### src/rtl/ps2_key_if.sv
// PS/2 keyboard receiver signal bundle: raw pins in, decoded key events out.
interface ps2_key_if;
  logic       PS2_CLK;
  logic       PS2_DAT;
  logic [7:0] ps2_key_data;
  logic       ps2_key_pressed;
  logic       key_released;
  logic       key_extended;
  logic       frame_error;
  logic       rx_busy;

  modport slave (
    input  PS2_CLK, PS2_DAT,
    output ps2_key_data, ps2_key_pressed, key_released, key_extended, frame_error, rx_busy
  );

  modport master (
    output PS2_CLK, PS2_DAT,
    input  ps2_key_data, ps2_key_pressed, key_released, key_extended, frame_error, rx_busy
  );
endinterface

### src/rtl/ps2_key_receiver.sv
// PS/2 device-to-host frame receiver with glitch filter, timeout and E0/F0 prefix decoding.
module ps2_key_receiver #(
  parameter int FILTER_LEN     = 8,
  parameter int TIMEOUT_CYCLES = 50000
) (
  input  logic     CLOCK_50,
  input  logic     reset,
  ps2_key_if.slave ps2
);
  localparam int FW = $clog2(FILTER_LEN + 1);
  localparam int TW = $clog2(TIMEOUT_CYCLES + 1);

  localparam logic [1:0] ST_IDLE   = 2'd0;
  localparam logic [1:0] ST_DATA   = 2'd1;
  localparam logic [1:0] ST_PARITY = 2'd2;
  localparam logic [1:0] ST_STOP   = 2'd3;

  logic          clk_meta_reg, clk_sync_reg, dat_meta_reg, dat_sync_reg;
  logic          filt_level_reg;
  logic [FW-1:0] filt_cnt_reg;
  logic          filt_flip, fall_edge;
  logic [1:0]    state_reg;
  logic [3:0]    count_reg;
  logic [7:0]    shift_reg;
  logic          parity_reg;
  logic [TW-1:0] tmo_reg;
  logic          timeout_hit, frame_done, frame_ok, frame_bad;
  logic          ext_reg, brk_reg;
  logic [7:0]    key_data_reg;
  logic          pressed_reg, released_reg, key_ext_reg, ferr_reg;

  // Synchronisers reset to the idle bus level so reset never fakes an edge.
  always_ff @(posedge CLOCK_50) begin
    if (reset) begin
      {clk_meta_reg, clk_sync_reg, dat_meta_reg, dat_sync_reg} <= 4'b1111;
    end else begin
      clk_meta_reg <= ps2.PS2_CLK;
      clk_sync_reg <= clk_meta_reg;
      dat_meta_reg <= ps2.PS2_DAT;
      dat_sync_reg <= dat_meta_reg;
    end
  end

  // filt_cnt_reg counts consecutive synced samples differing from the filtered level.
  assign filt_flip = (clk_sync_reg != filt_level_reg) && (filt_cnt_reg == FW'(FILTER_LEN - 1));
  assign fall_edge = filt_flip && filt_level_reg;

  always_ff @(posedge CLOCK_50) begin
    if (reset) begin
      filt_level_reg <= 1'b1;
      filt_cnt_reg   <= '0;
    end else if (clk_sync_reg == filt_level_reg) begin
      filt_cnt_reg <= '0;
    end else if (filt_flip) begin
      filt_level_reg <= ~filt_level_reg;
      filt_cnt_reg   <= '0;
    end else begin
      filt_cnt_reg <= filt_cnt_reg + 1'b1;
    end
  end

  assign timeout_hit = !fall_edge && (count_reg != 4'd0) && (tmo_reg == TW'(TIMEOUT_CYCLES - 1));
  assign frame_done  = fall_edge && (state_reg == ST_STOP);
  assign frame_ok    = frame_done && (^{shift_reg, parity_reg}) && dat_sync_reg;
  assign frame_bad   = frame_done && !frame_ok;

  always_ff @(posedge CLOCK_50) begin
    if (reset) begin
      state_reg  <= ST_IDLE;
      count_reg  <= 4'd0;
      shift_reg  <= 8'd0;
      parity_reg <= 1'b0;
    end else if (timeout_hit) begin
      state_reg <= ST_IDLE;
      count_reg <= 4'd0;
    end else if (fall_edge) begin
      case (state_reg)
        ST_IDLE: begin
          if (!dat_sync_reg) begin
            count_reg <= 4'd1;
            state_reg <= ST_DATA;
          end
        end
        ST_DATA: begin
          shift_reg <= {dat_sync_reg, shift_reg[7:1]};
          count_reg <= count_reg + 4'd1;
          if (count_reg == 4'd8) state_reg <= ST_PARITY;
        end
        ST_PARITY: begin
          parity_reg <= dat_sync_reg;
          count_reg  <= count_reg + 4'd1;
          state_reg  <= ST_STOP;
        end
        default: begin
          count_reg <= 4'd0;
          state_reg <= ST_IDLE;
        end
      endcase
    end
  end

  always_ff @(posedge CLOCK_50) begin
    if (reset || fall_edge || (count_reg == 4'd0) || timeout_hit) tmo_reg <= '0;
    else tmo_reg <= tmo_reg + 1'b1;
  end

  // Prefix bytes only arm flags; any other outcome of a frame consumes them.
  always_ff @(posedge CLOCK_50) begin
    if (reset) begin
      ext_reg      <= 1'b0;
      brk_reg      <= 1'b0;
      key_data_reg <= 8'd0;
      key_ext_reg  <= 1'b0;
      pressed_reg  <= 1'b0;
      released_reg <= 1'b0;
      ferr_reg     <= 1'b0;
    end else begin
      pressed_reg  <= 1'b0;
      released_reg <= 1'b0;
      ferr_reg     <= 1'b0;
      if (frame_bad || timeout_hit) begin
        ferr_reg <= 1'b1;
        ext_reg  <= 1'b0;
        brk_reg  <= 1'b0;
      end else if (frame_ok) begin
        if (shift_reg == 8'hE0) begin
          ext_reg <= 1'b1;
        end else if (shift_reg == 8'hF0) begin
          brk_reg <= 1'b1;
        end else begin
          if (brk_reg) released_reg <= 1'b1;
          else pressed_reg <= 1'b1;
          key_data_reg <= shift_reg;
          key_ext_reg  <= ext_reg;
          ext_reg      <= 1'b0;
          brk_reg      <= 1'b0;
        end
      end
    end
  end

  assign ps2.ps2_key_data    = key_data_reg;
  assign ps2.ps2_key_pressed = pressed_reg;
  assign ps2.key_released    = released_reg;
  assign ps2.key_extended    = key_ext_reg;
  assign ps2.frame_error     = ferr_reg;
  assign ps2.rx_busy         = (count_reg != 4'd0);
endmodule

### src/flat_wrapper.sv
// flat-port wrapper written by rule: the top's interface ports become plain ports
module ps2_key_receiver_flat 
#(
  parameter int FILTER_LEN     = 8,
  parameter int TIMEOUT_CYCLES = 50000
)
  (CLOCK_50, reset, ps2_PS2_CLK, ps2_PS2_DAT, ps2_ps2_key_data, ps2_ps2_key_pressed, ps2_key_released, ps2_key_extended, ps2_frame_error, ps2_rx_busy);
  ps2_key_if ps2_i ();
  input  logic CLOCK_50;
  input  logic reset;
  input wire logic [$bits(ps2_i.PS2_CLK)-1:0] ps2_PS2_CLK;
  input wire logic [$bits(ps2_i.PS2_DAT)-1:0] ps2_PS2_DAT;
  output wire logic [$bits(ps2_i.ps2_key_data)-1:0] ps2_ps2_key_data;
  output wire logic [$bits(ps2_i.ps2_key_pressed)-1:0] ps2_ps2_key_pressed;
  output wire logic [$bits(ps2_i.key_released)-1:0] ps2_key_released;
  output wire logic [$bits(ps2_i.key_extended)-1:0] ps2_key_extended;
  output wire logic [$bits(ps2_i.frame_error)-1:0] ps2_frame_error;
  output wire logic [$bits(ps2_i.rx_busy)-1:0] ps2_rx_busy;
  assign ps2_i.PS2_CLK = ps2_PS2_CLK;
  assign ps2_i.PS2_DAT = ps2_PS2_DAT;
  assign ps2_ps2_key_data = ps2_i.ps2_key_data;
  assign ps2_ps2_key_pressed = ps2_i.ps2_key_pressed;
  assign ps2_key_released = ps2_i.key_released;
  assign ps2_key_extended = ps2_i.key_extended;
  assign ps2_frame_error = ps2_i.frame_error;
  assign ps2_rx_busy = ps2_i.rx_busy;
  ps2_key_receiver #(.FILTER_LEN(FILTER_LEN), .TIMEOUT_CYCLES(TIMEOUT_CYCLES)) u_core (.CLOCK_50(CLOCK_50), .reset(reset), .ps2(ps2_i));
endmodule
### config.mk
export PLATFORM = sky130hd
export DESIGN_NAME = ps2_key_receiver_flat
export DESIGN_NICKNAME = d
export VERILOG_FILES = /design/src/rtl/ps2_key_if.sv /design/src/rtl/ps2_key_receiver.sv /design/src/flat_wrapper.sv
export SDC_FILE = /design/constraint.sdc
export NUM_CORES = 1
export LEC_CHECK = 0
export BUFFER_PORTS_ARGS = -buffer_cell sky130_fd_sc_hd__buf_2
export CORE_MARGIN = 2
export CORE_UTILIZATION = 35
export CTS_BUF_LIST = sky130_fd_sc_hd__clkbuf_16
export CTS_CLUSTER_DIAMETER = 200
export DETAILED_ROUTE_END_ITERATION = 12
export SLEW_MARGIN = 20
export SYNTH_ARGS = -nofsm -noshare
export SYNTH_HDL_FRONTEND = slang
export SYNTH_SLANG_ARGS = --single-unit
### constraint.sdc
create_clock -name CLOCK_50 -period 2.4 [get_ports CLOCK_50]
set_input_delay 0.36 -clock CLOCK_50 [delete_from_list [all_inputs] [get_ports CLOCK_50]]
set_output_delay 0.36 -clock CLOCK_50 [all_outputs]
set_load 0.02 [all_outputs]
### Word level (Yosys, flattened, before mapping)

Cells that the tools add are included.

| word-level totals | value |
|---|---|
| register bits after elaboration | 54 |

| operators by class | value |
|---|---|
| add/sub/neg operators | 3 |
| equality and inequality tests | 13 |
| muxes and demuxes | 11 |
| bitwise operators | 7 |
| reduce and logical (&&, ||, !) cells | 31 |

Operators by type and width:

| kind | number |
|---|---|
| adder 16 x 1 -> 16 bit, second input constant | 1 |
| equality test 16 bit, second input constant | 1 |
| equality test 8 bit, second input constant | 2 |
| AND reduction 3 bit | 3 |
| parity 9 bit | 1 |
| adder 4 x 1 -> 4 bit, second input constant | 2 |
| logical AND 1 bit | 8 |
| one-hot mux 4 bit (2 select lines) | 1 |
| AND reduction 2 bit | 4 |
| inverter 1 bit | 7 |
| 2-to-1 mux 1 bit | 6 |
| one-hot mux 2 bit (3 select lines) | 1 |
| OR reduction 2 bit | 3 |
| OR reduction 5 bit | 1 |
| equality test 2 bit, second input constant | 2 |
| equality test 4 x 3 -> 1 bit, second input constant | 1 |
| equality test 4 bit, second input constant | 1 |
| zero test 4 bit | 1 |
| logical OR 1 bit | 4 |
| 2-to-1 mux 2 bit | 2 |
| 2-to-1 mux 4 bit | 1 |
| != test 2 x 1 -> 1 bit, second input constant | 2 |
| AND reduction 4 bit | 1 |
| nonzero test 4 bit | 1 |
| 7 further kinds | 8 |

### Depth between registers and ports, before layout

| depth | value |
|---|---|
| depth in word-level cells | 11 |
| depth in mapped cells | 8 |

### Worst setup path after synthesis

Ideal clock, no wire load.

| path | value |
|---|---|
| kind | register to register |
| start point | register u_core.tmo_reg[0] |
| end point | register u_core.tmo_reg[7] |
| arrival time | 1.753 ns |
| setup slack | 0.532 ns |
| cell stages (with the launch flop) | 8 |
| buffers on the path | 1 |
| period minus slack after synthesis | 1.868 ns |
| path through | dfxtp_1 ha_1 nand3_1 or4_4 or2_1 nand2_2 buf_4 nor2_1 |

| on the way | value |
|---|---|
| longest elaborated chain between the ends | 3 |

RTL lines:

| what | line | RTL |
|---|---|---|
| start, declared | ps2_key_receiver.sv:26 | `logic [TW-1:0] tmo_reg;` |
| start signal, assigned | ps2_key_receiver.sv:104 | `else tmo_reg <= tmo_reg + 1'b1;` |
| parallel branches: the longest is 3 deep, another holds adder 16 x 1 -> 16 bit | -- |  |

Parallel ways; which one is timed is not known.
A chain may end at the register's enable or synchronous reset.

### Worst setup path after layout

| path | value |
|---|---|
| start point | register u_core.filt_cnt_reg[0] |
| end point | register u_core.key_data_reg[1], in the netlist u_core.ps2.ps2_key_data[1] |

| on the way | value |
|---|---|
| longest elaborated chain between the ends | 11 |

RTL lines:

| what | line | RTL |
|---|---|---|
| start, declared | ps2_key_receiver.sv:20 | `logic [FW-1:0] filt_cnt_reg;` |
| start signal, assigned | ps2_key_receiver.sv:58 | `filt_cnt_reg <= filt_cnt_reg + 1'b1;` |
| equality test 4 x 3 -> 1 bit (*) | ps2_key_receiver.sv:45 | `assign filt_flip = (clk_sync_reg != filt_level_reg) && (filt_cnt_reg == FW'(FILTER_LEN - 1));` |
| logical AND 1 bit (*) | ps2_key_receiver.sv:45 |  |
| logical AND 1 bit (*) | ps2_key_receiver.sv:46 | `assign fall_edge = filt_flip && filt_level_reg;` |
| logical AND 1 bit | ps2_key_receiver.sv:63 | `assign frame_done = fall_edge && (state_reg == ST_STOP);` |
| logical AND 1 bit (2 in series) | ps2_key_receiver.sv:64 | `assign frame_ok = frame_done && (^{shift_reg, parity_reg}) && dat_sync_reg;` |
| zero test 1 bit | ps2_key_receiver.sv:65 | `assign frame_bad = frame_done && !frame_ok;` |
| logical AND 1 bit | ps2_key_receiver.sv:65 |  |
| logical OR 1 bit | ps2_key_receiver.sv:121 | `if (frame_bad \|\| timeout_hit) begin` |
| inverter 1 bit (no line) | -- |  |
| AND reduction 4 bit (no line) (*) | -- |  |
| end signal, assigned | ps2_key_receiver.sv:133 | `key_data_reg <= shift_reg;` |
| end, declared | ps2_key_receiver.sv:29 | `logic [7:0] key_data_reg;` |

Every way passes the cells marked *; elsewhere a longest branch is shown, timed or not.

==> tab_implementation.tex <==
\begin{tabular}{lr}
\hline
Metric & Value \\
\hline
\multicolumn{2}{l}{\textbf{Clock network}} \\
\quad \# H-tree levels & 2 \\
\quad Clock transition at path regs & 0.07 ns \\
\quad CTS tree & built \\
\quad Total clock sinks & 54 \\
\quad Hold-fix buffer count after cts & 0 \\
\quad Clock root cell & sky130\_fd\_sc\_hd\_\_clkbuf\_16 \\
\quad Resized Gates After CTS & 0 \\
\quad Clock Latency Late Sink & 0.29 ns \\
\quad Inserted Clock Buffers & 5 \\
\quad Maximum number of buffers from clock root to sink & 2 \\
\quad Post-CTS Setup Bufs & 0 \\
\multicolumn{2}{l}{\textbf{Die}} \\
\quad Total Die Area & 7870 sq um \\
\quad Number of standard-cell rows in the floorplan & 30 \\
\quad Die height & 88.7 um \\
\quad \# IOs & 17 \\
\quad Initial standard-cell utilization of the core & 36.6\% \\
\quad Die outline width & 88.7 um \\
\quad Core box area & 6870 sq um \\
\multicolumn{2}{l}{\textbf{Outcome}} \\
\quad Run status & completed \\
\multicolumn{2}{l}{\textbf{Yosys}} \\
\quad Register area share after synthesis & 43.0\% \\
\quad Number of distinct standard cells referenced by the synthesized netlist & 46 \\
\quad Post-Syn Area & 2510 sq um \\
\quad Number of nets in the synthesized netlist & 298 \\
\quad Multiplexer fraction of the synthesized cell area & 1.20\% \\
\quad Number of warnings issued by yosys & 0 \\
\quad Avg Inst Size Synth & 8.78 sq um \\
\quad Synthesized-area fraction occupied by ao, oa, aoi and oai cells & 12.3\% \\
\quad Count of flip-flops with a built-in enable after synthesis & 0 \\
\quad Arithmetic-cell share of the synthesized area counting full adders, half adders and majority gates & 3.98\% \\
\quad FFs w/ async S/R, synth & 0\% \\
\quad Dominant synthesized flop cell & sky130\_fd\_sc\_hd\_\_dfxtp\_1 \\
\quad Flip-flop and latch count after synthesis & 54 \\
\quad Post-synthesis cell count & 286 \\
\quad Post-synthesis share of cell area spent on and, or, nand and nor gates & 24.9\% \\
\quad Main combinational cell family by area after synthesis & simple AND/OR/NAND/NOR gates \\
\quad Xor and xnor fraction of the mapped netlist area & 10.9\% \\
\multicolumn{2}{l}{\textbf{Layout}} \\
\quad Most frequent cells in the layout & sky130\_fd\_sc\_hd\_\_dfxtp\_1 (54), sky130\_fd\_sc\_hd\_\_nor2\_1 (40), sky130\_fd\_sc\_hd\_\_nand2\_1 (25) \\
\quad Combined flip-flop and latch cell area & 1080 sq um \\
\quad Max reg flops & 16 \\
\quad Number of antenna diodes & 0 \\
\quad Layout fillers & 679 \\
\quad Share of the core filled with cells in the final layout & 41.2\% \\
\quad Multi-input logic area & 1340 sq um \\
\quad Most common library cell in the layout ignoring fill and taps & sky130\_fd\_sc\_hd\_\_dfxtp\_1 \\
\quad Non-Filler Cell Area, Final & 2830 sq um \\
\quad Fraction of final layout cells sized beyond drive strength 1 & 13.2\% \\
\quad Area growth from synthesis to layout & 12.6\% \\
\quad Number of nets at the end of the flow & 314 \\
\multicolumn{2}{l}{\textbf{Drt}} \\
\quad Initial detailed-routing violation count & 82 \\
\quad Via count normalized by instance count & 4.78 \\
\quad Vias after detailed routing & 1907 \\
\quad Total detailed-routing wirelength & 4.88 mm \\
\quad Detailed-route wire length per cell & 12.2 um \\
\quad 1st-pass router iterations & 4 \\
\quad DRC violations left & 0 \\
\quad Number of antenna-violating nets in the routed design & 0 \\
\multicolumn{2}{l}{\textbf{Timing}} \\
\quad Part of the cycle the worst path needs & 85.6\% \\
\quad Total Neg Setup Slack & 0 ns \\
\quad Least-Margin Pin Slew & 0.629 ns \\
\quad Crit path time final & 2.05 ns \\
\quad Total of endpoints with negative setup slack in the final report & 0 \\
\quad Number of slew-limit violations in the final report & 0 \\
\quad Hold violation total from the final report & 0 \\
\quad Achievable clock frequency & 487 MHz \\
\quad Remaining max-slew budget at the tightest pin & 57.7\% \\
\quad Unrepaired setup endpoints after global routing & false \\
\quad Worst clock skew & 0.00634 ns \\
\multicolumn{2}{l}{\textbf{Global routing}} \\
\quad Number of global-route vias before repair & 1819 \\
\quad Initial antenna violation count & 0 \\
\quad Global routing usage summed across all routing layers & 13.6\% \\
\quad Sum of overflow across all layers after global routing & 0 \\
\quad Pin count of the biggest net entering global routing & 28 \\
\quad Wire length of the first global-routing pass & 8.40 mm \\
\multicolumn{2}{l}{\textbf{Critical path}} \\
\quad Endpoint arrival time on the critical path & 2.27 ns \\
\quad Largest delay share family, worst path & simple AND/OR/NAND/NOR gates \\
\quad Worst Path Max Fanout & 8 \\
\quad Cells along the critical path & ha\_1 -> nand3b\_1 -> nor3\_1 -> and4\_1 -> o21ai\_1 -> a21oi\_1 \\
\quad Classification of the worst setup path & reg -> reg \\
\quad Required time at the endpoint of the critical path & 2.62 ns \\
\quad Worst stage delay on the critical path & 0.52 ns \\
\quad Critical Path End Type & flip-flop \\
\quad Launching element type of the critical path & flip-flop \\
\quad Count of buffering cells on the critical path with inverters included & 0 \\
\quad Slowest CP cell & sky130\_fd\_sc\_hd\_\_nor3\_1 \\
\multicolumn{2}{l}{\textbf{Pwr}} \\
\quad Proportion of total power due to net switching & 19.4\% \\
\quad Leak & 0.980 nW \\
\quad Worst IR drop on VDD & 305 uV \\
\quad Power spent charging and discharging nets & 0.000338 W \\
\quad Cell internal pwr & 0.00140 W \\
\quad Proportion of power drawn by flip-flops and latches & 52.1\% \\
\quad Power per unit of standard cell area & 614 nW/um\^{}2 \\
\quad Power share of the combinational group & 1.7\% \\
\quad Clk network pwr share & 46.2\% \\
\multicolumn{2}{l}{\textbf{Flow run}} \\
\quad Max capacitance violation total & 0 \\
\multicolumn{2}{l}{\textbf{Placed design}} \\
\quad Final weighted congestion in routability-driven placement & 0.800 \\
\quad Input/output buffers & 16 \\
\quad HPWL reported at the end of detailed placement & 3.47 mm \\
\quad Placement Cell Area & 2660 sq um \\
\multicolumn{2}{l}{\textbf{Worst hold path}} \\
\quad Worst min-delay path category & in -> reg \\
\hline
\end{tabular}
[final cells by class]
class	instances	area share (%)
well taps	96	4.24
inverters	10	1.33
clock inverters	3	1.46
multi-input cells	214	47.3
flip-flops and latches	54	38.2
clock buffers	5	4.42
repair buffers	17	3.09
[cell usage after synthesis (all sizes together), types with 8 or more instances]
cell type / number / share of area (%)
o21ai: 21 / 4.2
xor2: 10 / 3.8
nor2: 40 / 6.0
inv: 10 / 1.5
nand2: 26 / 4.0
xnor2: 15 / 6.1
ha: 8 / 4.0
nand3: 18 / 3.6
a21oi: 23 / 4.6
dfxtp: 54 / 43
[path summary, 6_finish.rpt]
path	startpoint	endpoint	slack (ns)	cells past startpoint
min reg2reg	u_core.dat_meta_reg	u_core.dat_sync_reg	0.41	1
max	u_core.filt_cnt_reg[0]	u_core.ps2.ps2_key_data[1]	0.35	6
min	ps2_PS2_DAT	u_core.dat_meta_reg	0.25	2
max reg2reg	u_core.filt_cnt_reg[0]	u_core.ps2.ps2_key_data[1]	0.35	6
[kinds of logic (layout without fill, tap and decap cells)]
group           after synthesis  count (layout)
simple gates                124             124
flops                        54              54
compound gates               53              53
xor+xnor                     26              26
buf+inv                      18              35
fa+ha+maj                     8               8
mux                           3               3
[metrics by stage]
stage          power [W]  cells  worst slack, ns  hold slack (ns)
3_5_place_dp    0.000957    391            0.338            0.396
3_3_place_gp    0.000956    391            0.319            0.398
5_1_grt          0.00180    399            0.101            0.254
4_1_cts          0.00176    399            0.316            0.248
2_1_floorplan   0.000949    286            0.532            0.389
6_report         0.00174    399            0.345            0.253
[power by group through the flow]
stage / clock network, W / registers [W] / logic (W)
floorplan: 0 / 0.000927 / 0.0000223
global placement: 0 / 0.000926 / 0.0000302
detailed placement: 0 / 0.000926 / 0.0000306
CTS: 0.000829 / 0.000905 / 0.0000307
global route: 0.000864 / 0.000905 / 0.0000331
finish: 0.000803 / 0.000905 / 0.0000297
[metal layers]
metal / global-route usage, % / share of wire [%]
met5: 0 / 0
met4: 4.96 / 1.1
met3: 2.99 / 3.3
met2: 22.0 / 47
met1: 17.8 / 48
[worst reg2reg max path: stages (launching register included)]
cell and delay [ns]:
sky130_fd_sc_hd__dfxtp_1 0.35, sky130_fd_sc_hd__ha_1 0.22, sky130_fd_sc_hd__nand3b_1 0.19, sky130_fd_sc_hd__nor3_1 0.52, sky130_fd_sc_hd__and4_1 0.46, sky130_fd_sc_hd__o21ai_1 0.10
sky130_fd_sc_hd__a21oi_1 0.15
No activity file was read; power rests on OpenSTA's default activity.
